File: config.mk
export PLATFORM = sky130hd
export DESIGN_NAME = riscv_test_monitor
export DESIGN_NICKNAME = d
export VERILOG_FILES = /design/src/rtl/riscv_defines_pkg.sv /design/src/rtl/sat_counter.sv /design/src/rtl/riscv_test_monitor.sv
export SDC_FILE = /design/constraint.sdc
export NUM_CORES = 1
export LEC_CHECK = 0
export ABC_AREA = 1
export CAP_MARGIN = 20
export CORE_ASPECT_RATIO = 0.6
export CORE_MARGIN = 2
export CORE_UTILIZATION = 54
export CTS_CLUSTER_SIZE = 12
export DETAILED_ROUTE_END_ITERATION = 8
export GPL_ROUTABILITY_DRIVEN = 0
export PLACE_DENSITY = 0.86
export SLEW_MARGIN = 5
export SYNTH_ARGS = -nofsm -noshare
export SYNTH_HDL_FRONTEND = slang
export SYNTH_SLANG_ARGS = --single-unit
File: constraint.sdc
create_clock -name clk -period 3.5 [get_ports clk]
set_clock_uncertainty 0.2 [all_clocks]
set_input_delay 0.875 -clock clk [delete_from_list [all_inputs] [get_ports clk]]
set_output_delay 0.875 -clock clk [all_outputs]
set_load 0.01 [all_outputs]
File: src/rtl/riscv_defines_pkg.sv
// Shared types and constants for the end-of-test monitor.
package riscv_defines_pkg;

  typedef logic [4:0] reg_idx_t;

  typedef enum logic [2:0] {
    StIdle,
    StRun,
    StPass,
    StFail,
    StTimeout
  } mon_state_e;

  localparam reg_idx_t REG_DONE_DEFAULT = 5'd26;
  localparam reg_idx_t REG_PASS_DEFAULT = 5'd27;

endpackage

File: src/rtl/sat_counter.sv
// Saturating up-counter with synchronous clear; holds at all-ones instead of wrapping.
module sat_counter #(
  parameter int unsigned Width = 32
) (
  input  logic             clk,
  input  logic             rst_n,
  input  logic             clr,
  input  logic             inc,
  output logic [Width-1:0] cnt
);

  logic [Width-1:0] cnt_q, cnt_d;

  always_comb begin
    cnt_d = cnt_q;
    if (clr) begin
      cnt_d = '0;
    end else if (inc && (cnt_q != {Width{1'b1}})) begin
      cnt_d = cnt_q + 1'b1;
    end
  end

  always_ff @(posedge clk or negedge rst_n) begin
    if (!rst_n) begin
      cnt_q <= '0;
    end else begin
      cnt_q <= cnt_d;
    end
  end

  assign cnt = cnt_q;

endmodule

File: src/rtl/riscv_test_monitor.sv
// Snoops regfile write-back, shadows x27..x29 and latches the test verdict or a timeout.
module riscv_test_monitor
  import riscv_defines_pkg::*;
#(
  parameter int unsigned TIMEOUT_CYCLES = 10000,
  parameter reg_idx_t    DONE_REG       = REG_DONE_DEFAULT,
  parameter reg_idx_t    PASS_REG       = REG_PASS_DEFAULT
) (
  input  logic        clk,
  input  logic        rst_n,
  input  logic        clr,
  input  logic        wb_we,
  input  logic [4:0]  wb_waddr,
  input  logic [31:0] wb_wdata,
  output logic        test_done,
  output logic        test_pass,
  output logic        test_fail,
  output logic        test_timeout,
  output logic [31:0] x27_q,
  output logic [31:0] x28_q,
  output logic [31:0] x29_q,
  output logic [31:0] cycle_cnt,
  output logic [31:0] wr_cnt
);

  localparam logic [31:0] TimeoutLast = 32'(TIMEOUT_CYCLES - 1);

  mon_state_e  state_q, state_d;
  logic [31:0] verdict_q;
  logic        accept;
  logic        done_wr;
  logic        run;

  assign run     = (state_q == StRun);
  assign accept  = wb_we && (wb_waddr != 5'd0) && run;
  assign done_wr = accept && (wb_waddr == DONE_REG) && (wb_wdata == 32'd1);

  always_comb begin
    state_d = state_q;
    case (state_q)
      StIdle: state_d = StRun;
      StRun: begin
        // verdict_q is the pre-edge value, so a same-cycle verdict write does not count
        if (done_wr) begin
          state_d = (verdict_q == 32'd1) ? StPass : StFail;
        end else if (cycle_cnt == TimeoutLast) begin
          state_d = StTimeout;
        end
      end
      default: state_d = state_q;
    endcase
    if (clr) begin
      state_d = StIdle;
    end
  end

  always_ff @(posedge clk or negedge rst_n) begin
    if (!rst_n) begin
      state_q      <= StIdle;
      test_done    <= 1'b0;
      test_pass    <= 1'b0;
      test_fail    <= 1'b0;
      test_timeout <= 1'b0;
    end else begin
      state_q      <= state_d;
      test_done    <= (state_d == StPass) || (state_d == StFail) || (state_d == StTimeout);
      test_pass    <= (state_d == StPass);
      test_fail    <= (state_d == StFail);
      test_timeout <= (state_d == StTimeout);
    end
  end

  // Dedicated verdict shadow so PASS_REG need not be one of x27..x29
  always_ff @(posedge clk or negedge rst_n) begin
    if (!rst_n) begin
      x27_q     <= '0;
      x28_q     <= '0;
      x29_q     <= '0;
      verdict_q <= '0;
    end else if (clr) begin
      x27_q     <= '0;
      x28_q     <= '0;
      x29_q     <= '0;
      verdict_q <= '0;
    end else if (accept) begin
      if (wb_waddr == 5'd27) x27_q <= wb_wdata;
      if (wb_waddr == 5'd28) x28_q <= wb_wdata;
      if (wb_waddr == 5'd29) x29_q <= wb_wdata;
      if (wb_waddr == PASS_REG) verdict_q <= wb_wdata;
    end
  end

  sat_counter #(
    .Width (32)
  ) u_cycle_cnt (
    .clk   (clk),
    .rst_n (rst_n),
    .clr   (clr),
    .inc   (run),
    .cnt   (cycle_cnt)
  );

  sat_counter #(
    .Width (32)
  ) u_wr_cnt (
    .clk   (clk),
    .rst_n (rst_n),
    .clr   (clr),
    .inc   (accept),
    .cnt   (wr_cnt)
  );

endmodule

# Word level (Yosys, flattened, before mapping)
# Cells that the tools add are included.
# totals
in_bits,41
ff_bits,167
output_inout_bits,164
elab_cells,62
# op_classes
reduce_logical,19
n_mux,18
n_addsub,2
eq_ne,13
# ops
op,count
$mux W32,13
$add A32 B1 Y32 const B,2
$eq A32 B1 Y1 const B,2
$ne A32 B32 Y1 const B,2
$eq A32 B14 Y1 const B,1
$eq A5 B5 Y1 const B,4
$reduce_bool A2 Y1,6
$mux W3,3
$eq A3 B2 Y1 const B,2
$logic_and A1 B1 Y1,6
$pmux W3 S2,1
$reduce_and A2 Y1,3
$reduce_bool A5 Y1,1
$eq A3 B1 Y1 const B,1
$eq A3 B3 Y1 const B,1
$logic_not A3 Y1,1
$logic_or A1 B1 Y1,2
$mux W1,1

# Longest topological paths before layout
# Gate-level depths: netlist (run 1).
# logic_depth
word_depth,11
ltp_mapped,13
ltp_nobuf,13

# Modules after synthesis
# A second synthesis (run 1) with hierarchy kept.
# hier_totals
cells_unflattened,1212
hier_area_um2,8862.2
# by_module_without_submodules
module,cells_per_inst,instances,seq_area_each_um2,area_per_inst_um2
sat_counter,345,2,800.8,2243.4
riscv_test_monitor,522,1,2577.5,4375.4

# Worst setup path after synthesis (run 1)
# No wires, ideal clock.
# synth_path
kind,input-to-reg
startpoint,in wb_waddr[0]
endpoint,reg x29_q[10]
required_ps,3169
cell_stages,7
setup_ps,131
slack_ps,1249
t_arrival_ps,1920
path_buffers,1
cell_sequence,nor2_1 > nand3_1 > nand3_1 > inv_2 > a21oi_2 > clkbuf_1 > o21ai_0
# synth_between
elab_chain_len,5
word_cells_on_any_way,7
classes_between,eq/ne: 1; reduce/logical: 6
# synth_rtl
element,line,text
"start, declared",riscv_test_monitor.sv:13,"input logic [4:0] wb_waddr,"
$reduce_bool A5 Y1,riscv_test_monitor.sv:35,assign accept = wb_we && (wb_waddr != 5'd0) && run;
$logic_and A1 B1 Y1 (2 in series),riscv_test_monitor.sv:35,
$reduce_bool A2 Y1 (no line),-,
$reduce_and A2 Y1 (no line) *,-,
"end signal, assigned",riscv_test_monitor.sv:88,if (wb_waddr == 5'd29) x29_q <= wb_wdata;
"end, declared",riscv_test_monitor.sv:21,"output logic [31:0] x29_q,"
# Every way passes the cells marked *; elsewhere a longest branch is shown, timed or not.
# A chain may end at the register's enable or synchronous reset.

# Worst setup path in the final report (run 1)
# layout_path
startpoint,in wb_waddr[1]
endpoint,reg x28_q[10]
# layout_between
elab_chain_len,5
word_cells_on_any_way,7
classes_between,eq/ne: 1; reduce/logical: 6
# layout_rtl
element,line,text
$reduce_bool A5 Y1,riscv_test_monitor.sv:35,
$logic_and A1 B1 Y1 (2 in series),riscv_test_monitor.sv:35,
$reduce_bool A2 Y1 (no line),-,
$reduce_and A2 Y1 (no line) *,-,
"end signal, assigned",riscv_test_monitor.sv:87,if (wb_waddr == 5'd28) x28_q <= wb_wdata;
"end, declared",riscv_test_monitor.sv:20,"output logic [31:0] x28_q,"
# Marks and branches as above.

==> impl_results.md, run 1 <==
- CP Max Fanout: between 60 and 70
- DP Wirelength: roughly 18,000 um
- NumNets Final: between 1k and 1.5k
- Synth Net Count: approximately 1.2k
- Netlist Area Pre-Place: about 8500 sq um
- HP Class: input pin to asynchronous set/reset pin
- Router iterations before antenna repair: 6
- Leakage: 4.89 nW
- Inserted Clock Buffers: 17
- R2r endpoint: u_cycle_cnt.cnt[24]
- Post-cts resize count: 0
- Critical Path, Cell by Cell: clkdlybuf4s50_1, nor2_1, nand3_1, nand3_1, o31ai_1, inv_2, o21ai_0
- Final worst slack: between 0.6 and 0.7 ns
- Setup TNS: 0 ns
- Worst Setup End Kind: register
- Drt via density: ~5.7
- Port bufs: around 200
- Site row count: 35
- DIE HEIGHT: roughly 100 um
- Chip Width: roughly 170 um
- Max_slew headroom: 30.8%
- Status: finished clean
- Worst-Margin Slew: a little over 1 ns
- CTS tree: yes
- Final core occ: between 70% and 80%
- CTS Hold Bufs: 0
- Post-synth cell types: 38
- Avg WL per Cell: approximately 17 um
- Via count: approximately 8.7k
- Final ANT Viol Nets: 0
- CP startpoint kind: input pin
- Min Tclk post-route: approximately 2.8 ns
- # DRC: 0
- Sequential element share of the synthesized area: around half
- Total Wirelength: around 26,000 um
- Post-synthesis register bit count: between 150 and 200
- Max Slew Vio Count: 0
- First-pass GRT wire length: between 40,000 and 50,000 um
- Unrepaired setup endpoints after global routing: false
- Setup Crit Path Kind: input pin to register
- Synthesis warning total: 0
- FMAX: 354 MHz
- CTS Root Cell: clkbuf_16
- Clock sinks: 167
- Gr usage total: between 30% and 40%
- Final setup fails: 0
- Dpl ws: 0.260 ns
- Worst skew pair latency: 0.43 ns
- Layout cells sized above 1: just over 7%
- RR Startpoint: u_cycle_cnt.cnt[0]
- CTS Buffer Depth: 2
- Worst EP required: around 3.6 ns
- Hold slack: 0.242 ns
- Final period util: 80.7%
- Pwr dens: approximately 400 nW/um^2
- CTS H-tree lvls: 4
- Grt ovf: 0
- Initial antenna violation count: 0
- Vias in the first global route: around 7.9k
- Design Area, Final: ~11,000 sq um
- CP peak stage delay: around 0.76 ns
- Crit path arrival time: 2.89 ns
- FF-to-FF path depth: 12
- Max VDD drop: ~0.00025 V
- Largest delay share family, worst path: buffers and inverters
- Placed cell areas: 10,700 sq um
- Syn avg cell area: ~7.6 sq um
- ANT cells: 0
- Crit path buffers/inverters: 2
- Worst-path clk slew: 0.08 ns
- Max cap viols: 0
- DRT iter0 DRCs: ~1,000
- Core region area: about 15,000 sq um
- Full die area: ~17,000 sq um
- Initial Utilization: 55.2%
- # IOs: between 200 and 250
- Post-Syn Instances: 1,121
- Most Frequent Cell on Critical Path: nand3_1
- FF-to-FF setup slack: about 0.76 ns
- Post-CTS Setup Bufs: 0
- Slowest CP cell: inv_2
- Hold Vio Cnt, Final: 0
- Area grow syn2layout: 33.2%
- Largest net degree at the start of global routing: 79
[synthesized netlist by cell type]
cell type / n / share of area, %
a21oi_1: 8 / 0.47
a21oi_2: 3 / 0.31
and3_1: 1 / 0.074
buf_1: 3 / 0.13
buf_2: 9 / 0.53
buf_4: 1 / 0.088
buf_6: 4 / 0.53
clkbuf_1: 20 / 0.88
clkinv_1: 1 / 0.044
dfrtp_1: 167 / 49
ha_1: 2 / 0.29
inv_1: 88 / 3.9
inv_2: 16 / 0.71
inv_4: 1 / 0.074
nand2_1: 334 / 15
nand2_2: 1 / 0.074
nand2_4: 1 / 0.13
nand3_1: 47 / 2.8
nand3b_1: 2 / 0.18
nand4_1: 41 / 3.0
nor2_1: 159 / 7.0
nor2_2: 4 / 0.29
nor2_4: 1 / 0.13
nor2_8: 1 / 0.24
nor3_1: 31 / 1.8
nor3_2: 3 / 0.35
nor3_4: 2 / 0.38
nor3b_1: 1 / 0.088
nor4_1: 2 / 0.15
o21ai_0: 77 / 4.5
o21ai_1: 54 / 3.2
o21ai_2: 17 / 1.8
o21bai_1: 1 / 0.088
o31ai_1: 3 / 0.27
or2_2: 1 / 0.074
or3_1: 1 / 0.074
xnor2_1: 3 / 0.31
xor2_1: 10 / 1.0
[worst max-delay path by stage]
stage	start	endpoint	slack, ns	cells past startpoint
after global placement	wb_waddr[1]	x28_q[11]	0.43	7
after floorplan	wb_waddr[0]	x29_q[10]	1.25	7
after detailed placement	wb_waddr[1]	x28_q[10]	0.26	7
after global routing	wb_waddr[1]	x28_q[6]	0.44	8
after CTS	wb_waddr[1]	x28_q[10]	0.70	7
final	wb_waddr[1]	x28_q[10]	0.67	7
[flip-flops by register name, indices dropped and copies added (netlist names)]
name             count
test_timeout         1
test_done            1
x29_q               32
test_pass            1
state_q              3
test_fail            1
x28_q               32
u_cycle_cnt.cnt     32
u_wr_cnt.cnt        32
verdict_q           32
[metrics by stage]
stage	power, mW	instances
final	4.52	1532
after CTS	4.54	1532
after detailed placement	2.70	1500
after global placement	2.69	1500
after global routing	4.67	1532
after floorplan	2.35	1121
[area by class of cell]
cell class,instances,area (sq um)
Sequential cell,167,4180
Inverter,106,400
Timing Repair Buffer,213,2160
Clock inverter,15,151
Fill cell,1170,4060
Clock buffer,17,425
Multi-Input combinational cell,811,3740
Tap cell,203,254
[metal layers]
layer | vias up | part of all wire, % | GRT usage (%)
li1 | 4025 | - | -
met1 | 4164 | 46 | 46.7
met2 | 463 | 43 | 45.0
met3 | 45 | 10 | 6.10
met4 | 0 | 1.3 | 8.36
met5 | - | 0 | 0
[layout by cell type, fill, tap and decap left out, types with 2 or more instances in the layout]
cell type / synthesis / routed
o21ai_1: 54 / 54
nor3_2: 3 / 3
o21ai_0: 77 / 77
a21oi_1: 8 / 8
nor2_1: 159 / 159
nor2_2: 4 / 4
clkinv_8: 0 / 2
a21oi_4: 0 / 2
nand3b_1: 2 / 2
nor3_4: 2 / 2
nand4_1: 41 / 41
clkdlybuf4s50_1: 0 / 203
dfrtp_1: 167 / 167
buf_12: 0 / 4
ha_1: 2 / 2
xor2_1: 10 / 10
clkbuf_16: 0 / 17
buf_4: 1 / 5
o21ai_2: 17 / 17
inv_8: 0 / 4
inv_2: 16 / 17
inv_1: 88 / 88
o31ai_1: 3 / 3
xnor2_1: 3 / 3
nand2_1: 334 / 334
nand3_1: 47 / 47
nor4_1: 2 / 2
inv_6: 0 / 6
nor3_1: 31 / 31
[report_power, final]
group / internal [mW] / switching [mW] / total [mW]
Combinational: 0.264 / 0.318 / 0.582
Sequential: 2.02 / 0.0687 / 2.09
Clock: 0.954 / 0.899 / 1.85
[kinds of logic (layout without fill, tap and decap cells)]
family	after synthesis	count (layout)	share of synthesized area, %
flops	167	167	49.2
xor+xnor	13	13	1.34
compound gates	163	163	10.6
buf+inv	143	351	6.88
fa+ha+maj	2	2	0.295
simple gates	633	633	31.7
No activity file was read; power rests on OpenSTA's default activity.
==> run 2: changes to the inputs <==
--- a/config.mk
+++ b/config.mk
@@ -9,11 +9,11 @@
 export CAP_MARGIN = 20
 export CORE_ASPECT_RATIO = 0.6
 export CORE_MARGIN = 2
-export CORE_UTILIZATION = 54
+export CORE_UTILIZATION = 50
 export CTS_CLUSTER_SIZE = 12
 export DETAILED_ROUTE_END_ITERATION = 8
 export GPL_ROUTABILITY_DRIVEN = 0
-export PLACE_DENSITY = 0.86
+export PLACE_DENSITY = 0.81
 export SLEW_MARGIN = 5
 export SYNTH_ARGS = -nofsm -noshare
 export SYNTH_HDL_FRONTEND = slang
==> constraint.sdc (replaced) <==
create_clock -name clk -period 2.7 [get_ports clk]
set_clock_uncertainty 0.2 [all_clocks]
set_input_delay 0.675 -clock clk [delete_from_list [all_inputs] [get_ports clk]]
set_output_delay 0.675 -clock clk [all_outputs]
set_load 0.01 [all_outputs]
==> run 2 against run 1 <==
First-iteration DRC count down 6.3%. Clock power grew 34%. Flip-flop and latch count stayed put. Clock-buffer cell count rose by 1. Register-to-register slack lost 0.53 ns. Total power up 32%. Sequential share of layout area decreased by 0.72 points. Critical endpoint is now u_wr_cnt.cnt[3]. Largest cell class unchanged.
==> impl_results.md, run 2 (synthesized netlist as in run 1, its figures left out) <==
- Worst skew pair latency: 0.43 ns (about the same)
- Min Tclk post-route: roughly 2.5 ns
- Total Wirelength: 26,200 um (+2.3%)
- Commonest cells after routing, fill and taps aside: nand2_1, clkdlybuf4s50_1, dfrtp_1
- DRT iter0 DRCs: 933 (-6.3%)
- Initial antenna violation count: 0 (unchanged)
- Status: finished clean
- CTS Root Cell: clkbuf_16
- Pwr dens: 517 nW/um^2 (+29%)
- Clock sinks: 167 (unchanged)
- First-pass GRT wire length: 41,700 um (+1.7%)
- Chip Width: 172 um (+3.8%)
- Layout cells sized above 1: 7.97% (+0.89 points)
- CP peak stage delay: 0.40 ns (-0.36 ns)
- FMAX: between 400 and 500 MHz
- Inserted Clock Buffers: 17 (unchanged)
- ANT cells: 0 (unchanged)
- Worst Setup End Kind: register
- Post-CTS Setup Bufs: 0 (unchanged)
- CP Max Fanout: 8 (-88%)
- Inst Count DP: 1,538 (+2.5%)
- DP Wirelength: 19,200 um (+4.5%)
- CTS H-tree lvls: 4 (unchanged)
- Largest delay share family, worst path: simple AND/OR/NAND/NOR gates
- Vias in the first global route: 7,892 (-0.37%)
- Final period util: 91.4%
- Hold Vio Cnt, Final: 0 (unchanged)
- Max_slew headroom: 57.4% (+27 points)
- Max Slew Vio Count: 0 (unchanged)
- Unrepaired setup endpoints after global routing: false
- # DRC: 0 (unchanged)
- CP startpoint kind: register
- Crit path buffers/inverters: 1 (-1)
- Avg WL per Cell: 16.7 um (-0.29%)
- Slowest CP cell: dfrtp_1
- Site row count: 36 (+2.9%)
- Router iterations before antenna repair: 5 (-1)
- NumNets Final: 1,373 (+1.0%)
- Setup Crit Path Kind: register to register
- Port bufs: 204 (unchanged)
- HP Class: register to register
- Worst Min Path Start: x29_q[7]
- Layout Cells excl Fill: 1,571 (+2.5%)
- Worst-Margin Slew: 0.634 ns (-0.403 ns)
- Met1 Use GR: 45.6% (-1.1 points)
- Crit path arrival time: 2.56 ns (-0.33 ns)
- Full die area: 18,100 sq um (+7.7%)
- GR Util met2: 41.6% (-3.5 points)
- Met3 GRT Util: 7.92% (+1.8 points)
- Max VDD drop: 0.000451 V (+81%)
- Largest net degree at the start of global routing: 65 (-18%)
- CTS tree: yes
- DIE HEIGHT: 105 um (+3.8%)
- Critical Path, Cell by Cell: ha_1, nand3_1, inv_2, nand2_1, nor2_2, nand2_1, nand2_1, nor2_1, o21ai_0, a21oi_1
- Final ANT Viol Nets: 0 (unchanged)
- Final setup fails: 0 (unchanged)
- # IOs: 205 (unchanged)
- Leakage: 4.98 nW (+1.9%)
- Drt via density: 5.42 (-4.5%)
- Via count: 8,514 (-2.1%)
- PnR Total Power: 5.96 mW (+32%)
- Most Frequent Cell on Critical Path: nand2_1
- Worst-path clk slew: 0.07 ns (about the same)
- Max cap viols: 0 (unchanged)
- Area grow syn2layout: 35.9%
- RR Startpoint: u_wr_cnt.cnt[0]
- Gr usage total: 29.8% (-0.89 points)
- Commonest non-fill, non-tap cell in the layout: nand2_1
- Initial Utilization: 51.6% (-3.6 points)
- Worst EP required: 2.79 ns (-0.77 ns)
- Crit path launch: u_wr_cnt.cnt[0]
- GR peak layer: met1
- Post-cts resize count: 0 (unchanged)
- Grt ovf: 0 (unchanged)
- CTS Buffer Depth: 2 (unchanged)
- Core region area: 16,400 sq um (+7.0%)
run 2: worst paths after layout:
check | to | slack [ns] | depth (start not counted)
max | u_wr_cnt.cnt[3] | 0.23 | 10
min | x29_q[7] | 0.29 | 2
max reg2reg | u_wr_cnt.cnt[3] | 0.23 | 10
min reg2reg | x29_q[7] | 0.29 | 2
max in group asynchronous | x29_q[26] | 1.10 | 3
min in group asynchronous | u_wr_cnt.cnt[30] | 0.57 | 2
run 2: what timing repair did:
| action | 4_1_cts | 5_1_grt |
|---|---|---|
| hold buffers | 1 | 0 |
| hold endpoints to repair | 5 | 0 |
| endpoints found under the setup margin | 0 | 0 |
run 2: area by class of cell:
| class | instances | area [sq um] |
|---|---|---|
| multi-input cells | 811 | 3740 |
| well taps | 228 | 285 |
| clock buffers | 18 | 429 |
| repair buffers | 227 | 2340 |
| flip-flops and latches | 167 | 4180 |
| clock inverters | 14 | 163 |
| inverters | 106 | 400 |
| fillers | 1325 | 4900 |
run 2: tightest hold or removal path, stage by stage (launching register included):
cell and delay (ns):
dfrtp_1 0.34, nand2_1 0.05, o21ai_0 0.06
run 2: per-stage QoR:
stage                     hold slack [ns]  instance area, sq um  setup TNS, ns  setup WS, ns  util [%]
final                               0.285                 11500              0         0.233      70.2
after floorplan                     0.179                  8490              0         0.631         -
after CTS                           0.290                 11500              0         0.268      70.2
after detailed placement            0.273                 10900         -0.466        -0.107      66.5
after global routing                0.307                 11500              0        0.0361      70.2
after global placement              0.265                 10900              0        0.0119      66.5
run 2: routing by layer:
metal	share of wire (%)	routed length, um
met1	46	12000
met2	42	11000
met3	11	2890
met4	1.0	275
met5	0	0
run 2: report_power, final:
part / internal (mW) / total [mW] / switching (mW) / leakage (nW)
sequential: 2.62 / 2.70 / 0.0848 / 2.24
clock: 1.32 / 2.48 / 1.16 / 0.279
combinational: 0.364 / 0.785 / 0.421 / 2.46
==> run 3: changes to the inputs <==
==> constraint.sdc (replaced) <==
create_clock -name clk -period 2.4 [get_ports clk]
set_clock_uncertainty 0.2 [all_clocks]
set_input_delay 0.6 -clock clk [delete_from_list [all_inputs] [get_ports clk]]
set_output_delay 0.6 -clock clk [all_outputs]
set_load 0.01 [all_outputs]
==> run 3 against run 2 <==
First-iteration DRC count is 4.3% lower. Clock-buffer cell count is 1 lower. Largest power group unchanged. Critical path type is now register to primary output. Utilization rose by 2.0 points. Clock power up 8.5%. Total power is 12% higher. Highest routed layer unchanged. Sequential power is 13% higher. Combinational power up 19%. Routed wire length grew 0.59%. Cell count is 2.2% higher. Die area did not move. Final area grew 2.8%. Global-route usage barely moved.
==> impl_results.md, run 3 (synthesized netlist as in run 1, its figures left out) <==
- Pwr dens: 562 nW/um^2 (+8.7%)
- CP peak stage delay: 0.62 ns (+0.22 ns)
- Hold Vio Cnt, Final: 0 (unchanged)
- Final ANT Viol Nets: 0 (unchanged)
- Unrepaired setup endpoints after global routing: false
- Drt via density: 5.41 (-0.17%)
- Via count: 8,689 (+2.1%)
- Layout Cells excl Fill: 1,606 (+2.2%)
- Critical Path, Cell by Cell: clkdlybuf4s50_1
- Port bufs: 204 (unchanged)
- Final setup fails: 0 (unchanged)
- Layout cells sized above 1: 10.6% (+2.6 points)
- Total Wirelength: 26,400 um (+0.59%)
- Max Slew Vio Count: 0 (unchanged)
- Full die area: 18,100 sq um (unchanged)
- Avg WL per Cell: 16.4 um (-1.6%)
- FF-to-FF setup slack: 0.15 ns (-0.08 ns)
- Clock sinks: 167 (unchanged)
- Max VDD drop: 0.000536 V (+19%)
- Commonest non-fill, non-tap cell in the layout: nand2_1
- Area grow syn2layout: 39.7%
- End of the critical path: cycle_cnt[29]
- Sw frac: 28.2% (+0.31 points)
- Crit path launch: u_cycle_cnt.cnt[29]
- Worst-Margin Slew: 0.587 ns (-0.0471 ns)
- HP Class: register to register
- ANT cells: 0 (unchanged)
- # IOs: 205 (unchanged)
- CTS tree: yes
- Leakage: 5.18 nW (+3.9%)
- FILL cells: 1,267 (-4.4%)
- # DRC: 0 (unchanged)
- Crit path buffers/inverters: 1 (unchanged)
- CTS H-tree lvls: 4 (unchanged)
- Worst Min Path Start: x29_q[15]
- R2r endpoint: u_wr_cnt.cnt[13]
- Min Tclk post-route: between 2 and 2.5 ns
- Initial Utilization: 51.6% (unchanged)
- FF-to-FF path depth: 12 (+2)
- Initial antenna violation count: 0 (unchanged)
- Worst-path clk slew: 0.08 ns (about the same)
- Setup Crit Path Kind: register to primary output
- NumNets Final: 1,408 (+2.5%)
- DRT iter0 DRCs: 893 (-4.3%)
- Worst Setup End Kind: primary output
- DIE HEIGHT: 105 um (unchanged)
- Vias in the first global route: 8,090 (+2.5%)
- Worst EP required: 1.60 ns (-1.19 ns)
- Largest net degree at the start of global routing: 46 (-29%)
- Max cap viols: 0 (unchanged)
- Sw Pwr: 1.88 mW (+13%)
- Router iterations before antenna repair: 8 (+3)
- CTS Root Cell: clkbuf_16
- Seq pwr share: 45.7% (+0.4 points)
- Slowest CP cell: clkdlybuf4s50_1
- Final period util: 98.3%
- Chip Width: 172 um (unchanged)
- Largest delay share family, worst path: buffers and inverters
- Grt ovf: 0 (unchanged)
- CP Max Fanout: 6 (-2)
- Cell internal pwr: 4.79 mW (+11%)
- Site row count: 36 (unchanged)
- Clock share of power: 40.3% (-1.2 points)
- Cells on Worst Hold Path: 2 (unchanged)
- RR Startpoint: u_wr_cnt.cnt[0]
- CP startpoint kind: register
- Commonest cells after routing, fill and taps aside: nand2_1, clkdlybuf4s50_1, dfrtp_1
- Inst Count DP: 1,570 (+2.1%)
- Gate power share: 14.0% (+0.8 points)
- Final core occ: 72.2% (+2.0 points)
- WP depth: 1 (-9)
- Worst skew pair latency: 0.42 ns (about the same)
- Core region area: 16,400 sq um (unchanged)
- FMAX: roughly 420 MHz
- Inserted Clock Buffers: 17 (unchanged)
- Final worst slack: 0.0416 ns (-0.191 ns)
- Dpl ws: -0.235 ns (-0.128 ns)
- Max_slew headroom: 60.6% (+3.2 points)
- Status: finished clean
- First-pass GRT wire length: 42,300 um (+1.4%)
- Crit path arrival time: 1.56 ns (-1.00 ns)
- DP Wirelength: 19,500 um (+1.4%)
- CTS Buffer Depth: 2 (unchanged)
- Gr usage total: 29.7% (-0.044 points)
==> run 3: worst min-delay path, cell delays in order, from the launching register on <==
cell	delay, ns
dfrtp_1	0.35
nand2_1	0.05
o21ai_0	0.06
==> run 3: repair_timing <==
action                     4_1_cts  5_1_grt
buffers inserted                 0        3
setup endpoints to repair        0       16
hold endpoints to repair        40        0
hold buffers                     1        0
resized for setup                0        4
==> run 3: layout make-up <==
class                      count  area (sq um)  area share (%)
timing repair buffer         262          2660            22.5
tap                          228           285            2.40
clock buffer                  17           425            3.59
clock inverter                15           154            1.30
inverter                     106           400            3.38
multi-input combinational    811          3750            31.7
sequential                   167          4180            35.2
==> run 3: metrics by stage <==
step	instance area [sq um]	hold WS, ns	total power [mW]	setup TNS (ns)
finish	11900	0.290	6.67	0
detailed placement	11200	0.274	4.02	-11.69
floorplan	8490	0.104	3.42	0
global placement	11200	0.266	4.00	-3.39
CTS	11800	0.292	6.70	0
global route	11900	0.315	6.93	0
==> run 3: worst min path at each step <==
stage,to
3_5_place_dp,x29_q[17]
5_1_grt,x29_q[31]
4_1_cts,x29_q[17]
6_report,x29_q[15]
3_3_place_gp,x29_q[5]
2_1_floorplan,state_q[0]
==> run 3: power by group through the flow <==
stage | clock network, mW | logic, mW | registers, mW
after detailed placement | 0 | 0.926 | 3.09
after global routing | 2.86 | 1.01 | 3.06
after floorplan | 0 | 0.281 | 3.14
final | 2.69 | 0.934 | 3.04
after global placement | 0 | 0.909 | 3.09
after CTS | 2.73 | 0.933 | 3.04
==> run 3: layer usage <==
layer | part of all wire (%) | global-route usage, %
met5 | 0 | 0
met1 | 46 | 46.4
met4 | 1.1 | 6.24
met3 | 10 | 6.89
met2 | 42 | 41.9
